## src/rtl/pixel_reconstruct_pkg.sv

```systemverilog
// pixel_reconstruct_pkg: shared widths, FSM states and pixel bundle for the camera front-end.
package pixel_reconstruct_pkg;
    localparam int HCOUNT_W = 11;
    localparam int VCOUNT_W = 10;
    localparam int PIXEL_W  = 16;

    typedef enum logic [1:0] {WAIT_VS, WAIT_LINE, HIGH_BYTE, LOW_BYTE} state_e;

    typedef struct packed {
        logic                valid;
        logic [PIXEL_W-1:0]  data;
        logic [HCOUNT_W-1:0] hcount;
        logic [VCOUNT_W-1:0] vcount;
    } pixel_t;
endpackage

```

## src/rtl/pixel_reconstruct_edge_detect.sv

```systemverilog
// pixel_reconstruct_edge_detect: registered previous copy of a sampled level and its rising or falling edge.
module pixel_reconstruct_edge_detect #(
    parameter bit RISE = 1'b1
) (
    input  logic clk_in,
    input  logic rst_in,
    input  logic sig_in,
    output logic edge_out
);
    logic prev_q;

    always_ff @(posedge clk_in or negedge rst_in)
        if (!rst_in) prev_q <= 1'b0;
        else         prev_q <= sig_in;

    assign edge_out = RISE ? (sig_in & ~prev_q) : (~sig_in & prev_q);
endmodule

```

## src/rtl/pixel_reconstruct.sv

```systemverilog
// pixel_reconstruct: rebuilds RGB565 pixels from an 8-bit camera bus and tags them with column/row.
module pixel_reconstruct
    import pixel_reconstruct_pkg::*;
#(
    parameter int unsigned HRES = 1280,
    parameter int unsigned VRES = 720
) (
    input  logic                clk_in,
    input  logic                rst_in,
    input  logic                camera_pclk_in,
    input  logic                camera_hs_in,
    input  logic                camera_vs_in,
    input  logic [7:0]          camera_data_in,
    output logic                data_valid_out,
    output logic [PIXEL_W-1:0]  pixel_data_out,
    output logic [HCOUNT_W-1:0] hcount_out,
    output logic [VCOUNT_W-1:0] vcount_out,
    output logic                frame_start_out,
    output logic                line_error_out
);
    state_e              state_q, state_d;
    logic [7:0]          hi_q, hi_d;
    logic [HCOUNT_W-1:0] hcount_q, hcount_d;
    logic [VCOUNT_W-1:0] vcount_q, vcount_d;
    pixel_t              pix_q, pix_d;
    logic                fs_q, fs_d, err_q, err_d;
    logic                pclk_rise, hs_fall, vs_fall;
    logic                live, accept, line_end, emit, in_range;

    pixel_reconstruct_edge_detect #(.RISE(1'b1)) u_pclk (
        .clk_in(clk_in), .rst_in(rst_in), .sig_in(camera_pclk_in), .edge_out(pclk_rise));
    pixel_reconstruct_edge_detect #(.RISE(1'b0)) u_hs (
        .clk_in(clk_in), .rst_in(rst_in), .sig_in(camera_hs_in), .edge_out(hs_fall));
    pixel_reconstruct_edge_detect #(.RISE(1'b0)) u_vs (
        .clk_in(clk_in), .rst_in(rst_in), .sig_in(camera_vs_in), .edge_out(vs_fall));

    // A VSYNC fall masks any line end or byte landing in the same cycle.
    assign live     = state_q != WAIT_VS && !vs_fall;
    assign accept   = live && pclk_rise && camera_hs_in && !camera_vs_in;
    assign line_end = live && hs_fall && (state_q == HIGH_BYTE || state_q == LOW_BYTE);
    assign emit     = accept && state_q == LOW_BYTE;
    assign in_range = 32'(hcount_q) < HRES && 32'(vcount_q) < VRES;

    always_ff @(posedge clk_in or negedge rst_in)
        if (!rst_in) begin
            state_q  <= WAIT_VS;
            hi_q     <= '0;
            hcount_q <= '0;
            vcount_q <= '0;
            pix_q    <= '0;
            fs_q     <= 1'b0;
            err_q    <= 1'b0;
        end else begin
            state_q  <= state_d;
            hi_q     <= hi_d;
            hcount_q <= hcount_d;
            vcount_q <= vcount_d;
            pix_q    <= pix_d;
            fs_q     <= fs_d;
            err_q    <= err_d;
        end

    always_comb begin
        state_d = state_q;
        if (vs_fall || line_end) state_d = WAIT_LINE;
        else if (accept)         state_d = state_q == LOW_BYTE ? HIGH_BYTE : LOW_BYTE;
    end

    // Clipped pixels still advance hcount but leave the last visible pixel on the outputs.
    always_comb begin
        hi_d        = accept && state_q != LOW_BYTE ? camera_data_in : hi_q;
        hcount_d    = vs_fall || line_end ? '0
                    : emit && !(&hcount_q) ? hcount_q + HCOUNT_W'(1) : hcount_q;
        vcount_d    = vs_fall ? '0
                    : line_end && !(&vcount_q) ? vcount_q + VCOUNT_W'(1) : vcount_q;
        pix_d       = pix_q;
        pix_d.valid = emit && in_range;
        if (pix_d.valid) begin
            pix_d.data   = {hi_q, camera_data_in};
            pix_d.hcount = hcount_q;
            pix_d.vcount = vcount_q;
        end
        fs_d  = vs_fall;
        err_d = line_end && state_q == LOW_BYTE;
    end

    assign data_valid_out  = pix_q.valid;
    assign pixel_data_out  = pix_q.data;
    assign hcount_out      = pix_q.hcount;
    assign vcount_out      = pix_q.vcount;
    assign frame_start_out = fs_q;
    assign line_error_out  = err_q;
endmodule
```

## config.mk

```make
export PLATFORM = sky130hd
export DESIGN_NAME = pixel_reconstruct
export DESIGN_NICKNAME = d
export VERILOG_FILES = /design/src/rtl/pixel_reconstruct_pkg.sv /design/src/rtl/pixel_reconstruct_edge_detect.sv /design/src/rtl/pixel_reconstruct.sv
export SDC_FILE = /design/constraint.sdc
export NUM_CORES = 1
export LEC_CHECK = 0
export ABC_AREA = 1
export CAP_MARGIN = 20
export CORE_ASPECT_RATIO = 1.5
export CORE_MARGIN = 1.5
export CORE_UTILIZATION = 46
export DETAILED_ROUTE_END_ITERATION = 6
export PLACE_DENSITY = 0.73
export SYNTH_ARGS = -nofsm -noshare
export SYNTH_HDL_FRONTEND = slang
export SYNTH_SLANG_ARGS = --single-unit
```

## constraint.sdc

```tcl
create_clock -name clk_in -period 1.3 [get_ports clk_in]
set_input_delay 0.26 -clock clk_in [delete_from_list [all_inputs] [get_ports clk_in]]
set_output_delay 0.26 -clock clk_in [all_outputs]
set_load 0.01 [all_outputs]
```

Yosys cells after proc, flatten, opt, wreduce, memory -nomap -nowiden
Cells that the tools add are included.

storage, ports and cells
  bits in registers = 74
  output and inout port bits = 40

cells by class
  $add $sub $neg = 2
  order comparisons = 2
  equal/unequal tests = 3
  mux-type cells = 7
  bitwise gates (word level) = 6
  reductions and logical operators = 25

operators with widths
  kind                                                             count
  11-bit two-way mux                                               2
  10-bit two-way mux                                               2
  1-bit logical AND                                                13
  11-bit by 1-bit adder with 11-bit output, second input constant  1
  11-bit < comparator, second input constant                       1
  11-bit AND reduction                                             1
  10-bit by 1-bit adder with 10-bit output, second input constant  1
  10-bit < comparator, second input constant                       1
  10-bit AND reduction                                             1
  2-bit nonzero test                                               4
  2-bit equality test, second input constant                       2
  1-bit logical NOT                                                4
  2-bit two-way mux                                                2
  1-bit AND                                                        3
  1-bit NOT                                                        3
  1-bit logical OR                                                 2
  2-bit != test, second input constant                             1
  1-bit two-way mux                                                1

Longest topological paths before layout
  word-level depth = 11
  depth in mapped cells = 11
  gate-level depth less buffers = 9

By module
From an unflattened synthesis, not the netlist that was laid out.

second synthesis, totals
  cell total of the unflattened synthesis = 415
  area total of the unflattened synthesis = 3377.0 um^2

by module, submodules not included
  module                         instances  cells an instance  area an instance (um^2)  sequential area each (um^2)
  pixel_reconstruct              1          406                3271.9                   1776.7
  pixel_reconstruct_edge_detect  3          3                  35.0                     25.0

Worst setup path before layout
No wires, ideal clock.

  kind = register to register
  start point = register vcount_q[0]
  end point = register vcount_q[9]
  data arrival time = 1.301 ns
  required time = 1.181 ns
  setup slack = -0.119 ns
  cell stages (with the launch flop) = 10
  buffers on the path = 0
  path through = dfrtp_1 > ha_1 > nand2_1 > nor2_2 > nand3_1 > nand2_1 > nand2_1 > inv_1 > nand2_1 > nand2_1

between the ends
  cells in the longest elaborated chain, start to end = 4
  elaborated cells between the ends (all ways) = 7

RTL lines
  element                                                                                           RTL line                 text
  start, declared                                                                                   pixel_reconstruct.sv:24  logic [VCOUNT_W-1:0] vcount_q, vcount_d;
  start signal, assigned                                                                            pixel_reconstruct.sv:57  vcount_q <= vcount_d;
  parallel branches: the longest is 4 deep, another holds 10-bit by 1-bit adder with 10-bit output  n/a

Several ways; the timed one is not identified. The select of a mux whose other input is x is not followed.
A chain may end at the register's enable or synchronous reset.

Worst setup path in the final report
  start point = register vcount_q[4]
  end point = register pix_q, in the netlist pixel_data_out[11]

between the ends
  cells in the longest elaborated chain, start to end = 3

RTL lines
  element               RTL line                 text
  10-bit < comparator   pixel_reconstruct.sv:42  assign in_range = 32'(hcount_q) < HRES && 32'(vcount_q) < VRES;
  1-bit logical AND     pixel_reconstruct.sv:42
  1-bit logical AND     pixel_reconstruct.sv:77  pix_d.valid = emit && in_range;
  end signal, assigned  pixel_reconstruct.sv:58  pix_q <= pix_d;
  end, declared         pixel_reconstruct.sv:25  pixel_t pix_q, pix_d;

No other way between the ends.

==> impl_metrics.tcl <==
set metrics [dict create \
    outcome "complete, but fails checks" \
    violations "setup timing" \
    antenna_found_initial 0 \
    gp_congestion 0.874 \
    crit_family "simple AND/OR/NAND/NOR gates" \
    grt_start_max_net_pins 75 \
    initial_utilization 0.469 \
    whs_endpoint "u_hs.prev_q" \
    core_area_mm2 0.00718 \
    grt_pass1_vias 3128 \
    yosys_warnings 0 \
    cts_tree "done" \
    grtUsageTotal 0.240 \
    dpl.cell_count 601 \
    worst_pin_slew_ps 384 \
    r2r_cells 8 \
    slew_headroom 0.744 \
    rrSetupSlack_ps -160 \
    cts_buffers 9 \
    fin_nets 544 \
    mostFrequentLayoutCells "151 x nand2_1, 74 x dfrtp_1, 49 x buf_4, 35 x o21ai_1, 32 x clkdlybuf4s15_1" \
    vdd_drop_max_mv 0.665 \
    reg2reg_from "vcount_q[4]" \
    syn_nets 427 \
    synth_seq_area_share 0.550 \
    clk_latency_ps 350 \
    fp.dieW_um 72.9 \
    crit_fanout 15 \
    slowest_stage "dfrtp_1" \
    synth_cell_types 28 \
    drt_wl_total_mm 9.00 \
    drc 0 \
    crit_path_start_kind "register" \
    cp_num_buf_inv 2 \
    power.leakage_nw 2.60 \
    cpMostUsedCell "nand2_1" \
    syn_area_per_cell_um2 8.17 \
    num_vias 3235 \
    criticalPathCategory "reg2reg" \
    io_buffers 52 \
    max_stage_delay_ps 380 \
    setup_viol 66 \
    viasPerCell 5.10 \
    hold_path_depth 2 \
    fill_cells 550 \
    period_share 1.12 \
    place_ws_ps -545 \
    critPathCaptureType "register" \
    cts.sink_count 74 \
    max-cap-violations 0 \
    fp.dieH_um 108 \
    grt_pass1_wl_mm 14.1 \
    ioPinCount 53 \
    synth.ff_latch_count 74 \
    fin_ws_ps -162 \
    grt-ovfl-total 0 \
    post-route-min-period_ps 1460 \
    rows 38 \
    ant_nets 0 \
    max_freq_mhz 684 \
    critPathArrivalTime_ps 1750 \
    setup_tns_ps -7360 \
    cp.required_ps 1590 \
    syn_inst 412 \
    worstHoldStart "camera_hs_in" \
    design.die.area_mm2 0.00785 \
    hold_path_class "in2reg" \
    area_delta_synth_final_pct 46.5 \
    finish.utilization 0.687 \
    hold_viol 0 \
    root_buffer "clkbuf_8" \
    p_per_area_mw_per_mm2 930 \
    timing.rr.end "pixel_data_out[11]" \
    first_iter_violations 188 \
    wl_per_cell_um 14.2 \
    instances_no_fill 634 \
    clk_pin_slew_ps 70 \
    dr.pass1.iters 4 \
    htreeDepth 3 \
    clockBufferDepth 2 \
    cp_cell_sequence "or2_1, nand3_2, nand3_4, nor2_4, buf_4, buf_12, nand2_1, nand2_1" \
    finClkSkew_ps 8.77 \
    slew_violations 0 \
    rsz0062_at_grt "true" \
    final_common_cell "nand2_1" \
    synth_area_mm2 0.00337 \
    antenna_cells 0 \
    hpwl_mm 5.59 \
    layout-drive-gt1-share 0.260 \
]
[per-layer routing]
layer	vias up	part of all wire	global-route usage
met1	1544	0.38	0.272
li1	1546	-	-
met5	-	0	0
met2	110	0.53	0.406
met4	0	0.040	0.133
met3	35	0.050	0.0599
[registers in the layout, indices dropped and copies added (netlist names)]
signal	flops
vcount_q	10
u_hs.prev_q	1
state_q	2
u_pclk.prev_q	1
pixel_data_out	16
frame_start_out	1
hcount_out	11
data_valid_out	1
hcount_q	11
hi_q	8
vcount_out	10
u_vs.prev_q	1
line_error_out	1
[cells by family after synthesis]
group                    after synthesis  synth area share
XOR/XNOR                               4            0.0104
AND/OR/NAND/NOR                      242             0.301
buffers and inverters                 41            0.0565
adder cells (fa/ha/maj)                2           0.00743
AO/OA/AOI/OAI                         49            0.0743
flip-flops                            74             0.550
[through the flow]
| stage | cell area, um^2 | power, W | hold WS (ps) |
|---|---|---|---|
| after CTS | 4720 | 0.00457 | 309 |
| after detailed placement | 4370 | 0.00304 | 322 |
| after global placement | 4370 | 0.00302 | 321 |
| after global routing | 4930 | 0.00480 | 308 |
| final | 4930 | 0.00459 | 339 |
| after floorplan | 3430 | 0.00273 | -35.6 |
[worst max path at each step]
stage,start,to,slack (ps),depth (start not counted)
after global routing,vcount_q[4],vcount_out[2],-240,8
after CTS,vcount_q[4],vcount_out[1],-120,8
after global placement,camera_hs_in,hcount_q[5],-530,9
after floorplan,vcount_q[4],hcount_out[0],-60,7
after detailed placement,camera_hs_in,vcount_out[2],-550,9
final,vcount_q[4],pixel_data_out[11],-160,8
[synthesized netlist by cell type (all sizes together)]
cell type	number	share of area
clkbuf	3	0.0037
nand3	31	0.048
nand2	171	0.19
dfrtp	74	0.55
o21bai	1	0.0022
a21oi	5	0.0074
inv	27	0.030
ha	2	0.0074
nor2	29	0.041
o211ai	1	0.0022
o21ai	42	0.062
buf	10	0.022
clkinv	1	0.0011
xor2	4	0.010
nand4	3	0.0056
or2	4	0.0074
nand3b	2	0.0045
nor3	2	0.0030
[report_power, final]
| part | total [W] | switching (W) | internal (W) |
|---|---|---|---|
| sequential | 0.00252 | 0.0000854 | 0.00243 |
| combinational | 0.000531 | 0.000284 | 0.000246 |
| clock | 0.00154 | 0.000799 | 0.000738 |
| total | 0.00459 | 0.00117 | 0.00342 |
[timing repair]
item / 4_1_cts / 5_1_grt
setup buffers: 5 / 7
resized for setup: 84 / 60
cloned: 4 / 1
hold buffers: 1 / 0
endpoints found under the hold margin: 74 / 0
pin swaps: 12 / 7
endpoints found under the setup margin: 107 / 91
[area by class of cell]
cell class | instances | area, um^2 | area share
clock inverters | 3 | 15.0 | 0.00304
repair buffers | 117 | 1090 | 0.222
multi-input cells | 299 | 1570 | 0.318
flip-flops and latches | 74 | 1850 | 0.376
clock buffers | 13 | 149 | 0.0302
well taps | 100 | 125 | 0.0254
inverters | 28 | 126 | 0.0256
No activity file was read; power rests on OpenSTA's default activity.
